===== config.mk =====
export PLATFORM = sky130hd
export DESIGN_NAME = sobel_stream
export DESIGN_NICKNAME = d
export VERILOG_FILES = /design/src/rtl/sobel_pkg.sv /design/src/rtl/sobel_kernel.sv /design/src/rtl/sobel_stream.sv
export SDC_FILE = /design/constraint.sdc
export NUM_CORES = 2
export LEC_CHECK = 0
export CAP_MARGIN = 30
export CELL_PAD_IN_SITES_DETAIL_PLACEMENT = 0
export CELL_PAD_IN_SITES_GLOBAL_PLACEMENT = 2
export CORE_MARGIN = 3
export CORE_UTILIZATION = 33
export CTS_CLUSTER_SIZE = 8
export DETAILED_ROUTE_END_ITERATION = 7
export PLACE_DENSITY_LB_ADDON = 0.1
export SKIP_CTS_REPAIR_TIMING = 1
export SYNTH_ARGS = -nofsm -noshare
export SYNTH_HDL_FRONTEND = slang
export SYNTH_SLANG_ARGS = --single-unit

===== constraint.sdc =====
create_clock -name clk -period 29.8 [get_ports clk]
set_input_delay 5.96 -clock clk [delete_from_list [all_inputs] [get_ports clk]]
set_output_delay 5.96 -clock clk [all_outputs]
set_load 0.05 [all_outputs]

===== src/rtl/sobel_pkg.sv =====
// Shared definitions for the streaming Sobel edge detector.
//   PIX_W_DEF : default pixel width
//   mag_w()   : magnitude width for a given pixel width (8*(2^P-1) fits in P+3 bits)
//   state_t   : control FSM encoding
//   window_t  : 3x3 window at default pixel width, p0..p8 row-major, p4 centre
package sobel_pkg;
   localparam int PIX_W_DEF = 8;

   function automatic int mag_w(input int pix_w);
      return pix_w + 3;
   endfunction

   typedef enum logic [1:0] {IDLE, FILL, RUN, FLUSH} state_t;

   typedef logic [8:0][PIX_W_DEF-1:0] window_t;
endpackage


===== src/rtl/sobel_kernel.sv =====
// Combinational 3x3 Sobel magnitude.
//   i_win : 3x3 window, element i = p_i (row-major, p4 centre)
//   o_mag : |Gx| + |Gy|
module sobel_kernel
   import sobel_pkg::*;
#(
   parameter  int PIX_W = PIX_W_DEF,
   localparam int MAG_W = mag_w(PIX_W)
) (
   input  logic [8:0][PIX_W-1:0] i_win,
   output logic [MAG_W-1:0]      o_mag
);
   localparam int SW = MAG_W + 1;
   localparam int KX [9] = '{-1, 0, 1, -2, 0, 2, -1, 0, 1};
   localparam int KY [9] = '{-1, -2, -1, 0, 0, 0, 1, 2, 1};

   logic signed [SW-1:0] w_gx, w_gy, w_ax, w_ay, w_p;

   always_comb begin
      w_gx = '0;
      w_gy = '0;
      w_p  = '0;
      for (int i = 0; i < 9; i++) begin
         w_p  = $signed(SW'(i_win[i]));
         w_gx = w_gx + SW'(KX[i]) * w_p;
         w_gy = w_gy + SW'(KY[i]) * w_p;
      end
      w_ax = w_gx[SW-1] ? -w_gx : w_gx;
      w_ay = w_gy[SW-1] ? -w_gy : w_gy;
   end

   // Sum is bounded by 8*(2^PIX_W-1), so the narrowing never loses bits.
   assign o_mag = MAG_W'(w_ax + w_ay);
endmodule


===== src/rtl/sobel_stream.sv =====
// Streaming 3x3 Sobel edge detector, one pixel per cycle, raster order.
//   clk, rst_n            : clock, async active-low reset
//   threshold             : edge threshold, latched on pixel (0,0) of each frame
//   in_valid/in_ready     : input pixel handshake, in_pix pixel value
//   out_valid/out_ready   : result handshake
//   out_mag, out_edge     : |Gx|+|Gy| of centre pixel, and mag > threshold
//   out_sof, out_eof      : result is first / last pixel of the frame
// Results lag input by WIDTH+1 pixels; after the last pixel, WIDTH+1 zero
// pixels are pushed internally (FLUSH) to drain the tail of the frame.
module sobel_stream
   import sobel_pkg::*;
#(
   parameter  int WIDTH  = 128,
   parameter  int HEIGHT = 128,
   parameter  int PIX_W  = PIX_W_DEF,
   localparam int MAG_W  = mag_w(PIX_W)
) (
   input  logic             clk,
   input  logic             rst_n,
   input  logic [MAG_W-1:0] threshold,
   input  logic             in_valid,
   output logic             in_ready,
   input  logic [PIX_W-1:0] in_pix,
   output logic             out_valid,
   input  logic             out_ready,
   output logic [MAG_W-1:0] out_mag,
   output logic             out_edge,
   output logic             out_sof,
   output logic             out_eof
);
   localparam int D  = WIDTH + 1;
   localparam int N  = WIDTH * HEIGHT;
   localparam int XW = $clog2(WIDTH);
   localparam int YW = $clog2(HEIGHT);
   localparam int CW = $clog2(N + 1);

   state_t             r_state, w_state_nxt;
   logic [XW-1:0]      r_x, r_ox;
   logic [YW-1:0]      r_oy;
   logic [CW-1:0]      r_cnt;
   logic [MAG_W-1:0]   r_thr;
   logic [PIX_W-1:0]   r_lb0 [WIDTH];
   logic [PIX_W-1:0]   r_lb1 [WIDTH];
   // Only the two most recent window columns are stored; the third is the
   // incoming column, so the kernel always sees the post-shift window.
   logic [2:0][PIX_W-1:0] r_col1, r_col2;

   logic                  w_can, w_acc, w_flush_step, w_adv, w_emit, w_done;
   logic                  w_ox_last, w_oy_last, w_border;
   logic [PIX_W-1:0]      w_p, w_top, w_mid;
   logic [8:0][PIX_W-1:0] w_win_nxt;
   logic [MAG_W-1:0]      w_mag;

   assign w_can        = !out_valid || out_ready;
   assign in_ready     = (r_state != FLUSH) && w_can;
   assign w_acc        = in_valid && in_ready;
   assign w_flush_step = (r_state == FLUSH) && w_can;
   assign w_adv        = w_acc || w_flush_step;
   assign w_emit       = ((r_state == RUN) && w_acc) || w_flush_step;

   assign w_ox_last = (r_ox == XW'(WIDTH - 1));
   assign w_oy_last = (r_oy == YW'(HEIGHT - 1));
   assign w_border  = (r_ox == '0) || w_ox_last || (r_oy == '0) || w_oy_last;
   // Last flush emit is the last pixel of the frame.
   assign w_done    = w_flush_step && w_ox_last && w_oy_last;

   assign w_p   = (r_state == FLUSH) ? '0 : in_pix;
   assign w_top = r_lb1[r_x];
   assign w_mid = r_lb0[r_x];

   assign w_win_nxt = {w_p,   r_col2[2], r_col1[2],
                       w_mid, r_col2[1], r_col1[1],
                       w_top, r_col2[0], r_col1[0]};

   sobel_kernel #(.PIX_W(PIX_W)) u_kernel (
      .i_win (w_win_nxt),
      .o_mag (w_mag)
   );

   always_ff @(posedge clk or negedge rst_n) begin
      if (!rst_n) r_state <= IDLE;
      else        r_state <= w_state_nxt;
   end

   always_comb begin
      w_state_nxt = r_state;
      unique case (r_state)
         IDLE:    if (w_acc) w_state_nxt = FILL;
         FILL:    if (w_acc && r_cnt == CW'(D - 1)) w_state_nxt = RUN;
         RUN:     if (w_acc && r_cnt == CW'(N - 1)) w_state_nxt = FLUSH;
         FLUSH:   if (w_done) w_state_nxt = IDLE;
         default: w_state_nxt = IDLE;
      endcase
   end

   always_ff @(posedge clk or negedge rst_n) begin
      if (!rst_n) begin
         r_x    <= '0;
         r_cnt  <= '0;
         r_thr  <= '0;
         r_ox   <= '0;
         r_oy   <= '0;
         r_col1 <= '0;
         r_col2 <= '0;
      end else begin
         if (w_acc && r_state == IDLE) r_thr <= threshold;
         if (w_done)     r_cnt <= '0;
         else if (w_acc) r_cnt <= r_cnt + 1'b1;
         // Flush runs past the line end, so realign the column for the next frame.
         if (w_done)     r_x <= '0;
         else if (w_adv) r_x <= (r_x == XW'(WIDTH - 1)) ? '0 : r_x + 1'b1;
         if (w_adv) begin
            r_col1 <= r_col2;
            r_col2 <= {w_p, w_mid, w_top};
         end
         if (w_emit) begin
            r_ox <= w_ox_last ? '0 : r_ox + 1'b1;
            if (w_ox_last) r_oy <= w_oy_last ? '0 : r_oy + 1'b1;
         end
      end
   end

   // Line buffers: no reset so they map onto RAM.
   always_ff @(posedge clk) begin
      if (w_adv) begin
         r_lb1[r_x] <= w_mid;
         r_lb0[r_x] <= w_p;
      end
   end

   always_ff @(posedge clk or negedge rst_n) begin
      if (!rst_n) begin
         out_valid <= 1'b0;
         out_mag   <= '0;
         out_edge  <= 1'b0;
         out_sof   <= 1'b0;
         out_eof   <= 1'b0;
      end else if (w_emit) begin
         out_valid <= 1'b1;
         out_mag   <= w_border ? '0 : w_mag;
         out_edge  <= !w_border && (w_mag > r_thr);
         out_sof   <= (r_ox == '0) && (r_oy == '0);
         out_eof   <= w_ox_last && w_oy_last;
      end else if (out_ready) begin
         out_valid <= 1'b0;
      end
   end
endmodule


==> summary.md <==
| Metric | Value |
|---|---|
| DP Wirelength | between 150000 and 200000 um |
| Global Route Usage Sum | 23.6% |
| CTS tree | done |
| WP data required | approximately 24 ns |
| Global placement routability congestion | 0.808 |
| # fillers | 23.4k |
| Core area | around 260000 um2 |
| Finished Cell Area | 99900 um2 |
| Final setup viols | 0 |
| DP Cell Count | 8469 |
| Top-area cell type share of the netlist area | 72.4% |
| Max-Cap Viols | 0 |
| Slew Limit Fails | 0 |
| Register area share after synthesis | 75.7% |
| Max FO, Critical Path | 4 |
| Crit path DAT | ~7.6 ns |
| Slew HR | 25.1% |
| Status | complete, no violations |
| CP Cell Sequence | clkdlybuf4s50_1, nand2b_1, and2_1, clkdlybuf4s50_1 |
| First-pass GRT wire length | 433000 um |
| Yosys warnings | 0 |
| Cell mode on critical path | clkdlybuf4s50_1 |
| Seq cells post-synth | roughly 2.2k |
| CTS clock-pin slew for the worst setup and hold paths | about 0.050 ns |
| Worst path bufs/invs | 2 |
| Slew @ Worst Pin | 1.11 ns |
| Placed inst area | 91100 um2 |
| RSZ-0062 raised after global routing | false |
| Area growth syn-to-layout | 17.6% |
| Vias | 50.5k |
| Avg Vias per Cell | 5.69 |
| Max Freq | 73.7 MHz |
| Crit-path leading delay family | buffers and inverters |
| Synth top cells by count | 2048 x edfxtp_1, 436 x a22oi_1, 252 x nor2_1 |
| # IOs | 39 |
| Nature of the critical path startpoint | input pin |
| Finished Core Util | just under 40% |
| Clock latency on the worst-skew pair | 0.95 ns |
| Number of detailed-route iterations in the first pass | 8 |
| Final period utilization | 45.5% |
| Crit path max-delay cell type | clkdlybuf4s50_1 |
| Post-Layout Cell Count | 8874 |
| Initial antenna violation count | 31 |
| Total routed wirelength | between 300000 and 400000 um |
| DRT antenna net count | 0 |
| Worst Skew | 0.0942 ns |
| Top-count cell post-synth | edfxtp_1 |
| Avg Synthesized Cell Area | 16.7 um2 |
| Total clock buffers created by CTS | 322 |
| Post-synth EDFFs | 2048 |
| Initial DRC Count | 5361 |
| CP max stage delay | 0.82 ns |
| Die height | 513 um |
| Crit Path Class | input pin to primary output |
| Setup TNS | 0 ns |
| Nets | ~5.6k |
| WL/cell | 35.6 um |
| Die area | 264000 um2 |
| Synth cell types | 86 |
| IO buf count | 38 |
| Largest net degree at the start of global routing | 92 |
| CTS Buffer Depth | 4 |
| Worst Hold Class | flop to flop |
| Crit path capture type | primary output |
| H-tree levels | 5 |
| Area leader, netlist | edfxtp_1 |
| Die width | 513 um |
| Clk root buf | clkbuf_16 |
| Syn Std Cell Area | 85000 um2 |
| Initial Utilization | 33.3% |
| Final Hold Fails | 0 |
| Gr ovfl total | 0 |
| Post-Syn Instances | about 5k |
| Ranking of synthesized cells by area | edfxtp_1 72%, a22oi_1 3.9%, dfrtp_1 3.3% |
| Clock sinks | 2160 |
| Period minus WS final | between 10 and 15 ns |
| Number of global-route vias before repair | between 50k and 60k |
| Syn_nets | about 5.3k |
| Asr flop ratio synth | 5.19% |
| Layout cells sized above 1 | 17.5% |
| Row count | 185 |
| Dominant synthesized flop cell | edfxtp_1 |
| Residual DRC | 0 |
[per-layer routing]
layer | track usage [%] | share of wire [%] | vias up | wire length (um)
li1 | - | - | 21200 | -
met1 | 32.5 | 44 | 26900 | 138000
met2 | 36.7 | 46 | 1865 | 144000
met3 | 5.63 | 7.2 | 471 | 22800
met4 | 8.03 | 3.6 | 4 | 11400
met5 | 0 | 0.0085 | - | 27
[area by class of cell]
cell class / instances / area [um2] / area share (%)
Multi-Input combinational cell: 2464 / 19200 / 19.2
Clock buffer: 371 / 8410 / 8.42
Timing Repair Buffer: 344 / 3020 / 3.03
Sequential cell: 2160 / 64300 / 64.4
Tap cell: 3366 / 4210 / 4.22
Antenna cell: 9 / 22.5 / 0.0225
Clock inverter: 11 / 128 / 0.128
Inverter: 149 / 583 / 0.584
[cells in the final DEF, fill, tap and decap left out, types with 13 or more instances in the layout]
cell             netlist  routed
a41oi_1               20      20
a22o_1               144     144
a21oi_1              107     107
o21ai_0              125     124
mux4_2                21      21
fa_1                  63      63
mux2i_1               67      67
nor3_1                27      24
nor2_1               252     146
inv_1                146     138
a22oi_1              436     436
nand4_1               33      33
xnor2_1               53      53
xor2_1                30      30
o211ai_1              20      20
a222oi_1              26      26
nor4_1                23      19
clkbuf_16              0     329
clkbuf_1             123      40
a221oi_1             230     230
buf_4                 11     279
nand3_1               30      29
dfrtp_1              112     106
nand2_1              227     217
a221o_1               22      21
mux2_2               110     110
a31oi_1              116     112
and3_1                14      13
nor2_2                 0      99
ha_1                  76      76
clkdlybuf4s50_1        0      37
edfxtp_1            2048    2048
[cell families after synthesis]
family,share of synthesized area (%)
DFF,75.7
AOI/OAI and AO/OA,12.0
and+or+nand+nor,3.58
buffers and inverters,2.36
muxes,2.88
adders and majority gates,2.60
xor gates and xnor gates,0.901
[sequential cells by signal, indices dropped and copies added, names as in the netlist]
name and count:
r_ox 7, r_state 2, out_eof 1, out_edge 1, r_x 7, r_col2 24
r_lb0 1024, out_sof 1, out_valid 1, out_mag 11, r_col1 24, r_oy 7
r_thr 11, r_cnt 15, r_lb1 1024
[tightest hold or removal path, delay by kind of cell (launching register included)]
family / cells / cell delay, ns
AND/OR/NAND/NOR: 2 / 0.10
flip-flops: 1 / 0.33
[metrics by stage]
step                      setup WS (ns)  hold WS (ns)
after floorplan                   16.18         0.442
after global placement            15.52         0.452
after detailed placement          15.54         0.459
after CTS                         16.22         0.471
after global routing              15.78         0.494
final                             16.23         0.470
[path summary, 6_finish.rpt]
| check | startpoint | to | slack [ns] | depth (start not counted) |
|---|---|---|---|---|
| max | out_ready | in_ready | 16.23 | 4 |
| max reg2reg | r_x[2]$_DFFE_PN0P_ | out_edge$_DFFE_PN0P_ | 16.88 | 36 |
| max in group asynchronous | rst_n | r_cnt[10]$_DFFE_PN0P_ | 23.44 | 2 |
| min in group asynchronous | rst_n | r_cnt[5]$_DFFE_PN0P_ | 5.04 | 1 |
| min reg2reg | r_col2[15]$_DFFE_PN0P_ | r_col1[15]$_DFFE_PN0P_ | 0.47 | 2 |
| min | r_col2[15]$_DFFE_PN0P_ | r_col1[15]$_DFFE_PN0P_ | 0.47 | 2 |
Power is not shown: default switching activity piles up to over one toggle a cycle in this logic, so the estimate is an artifact.
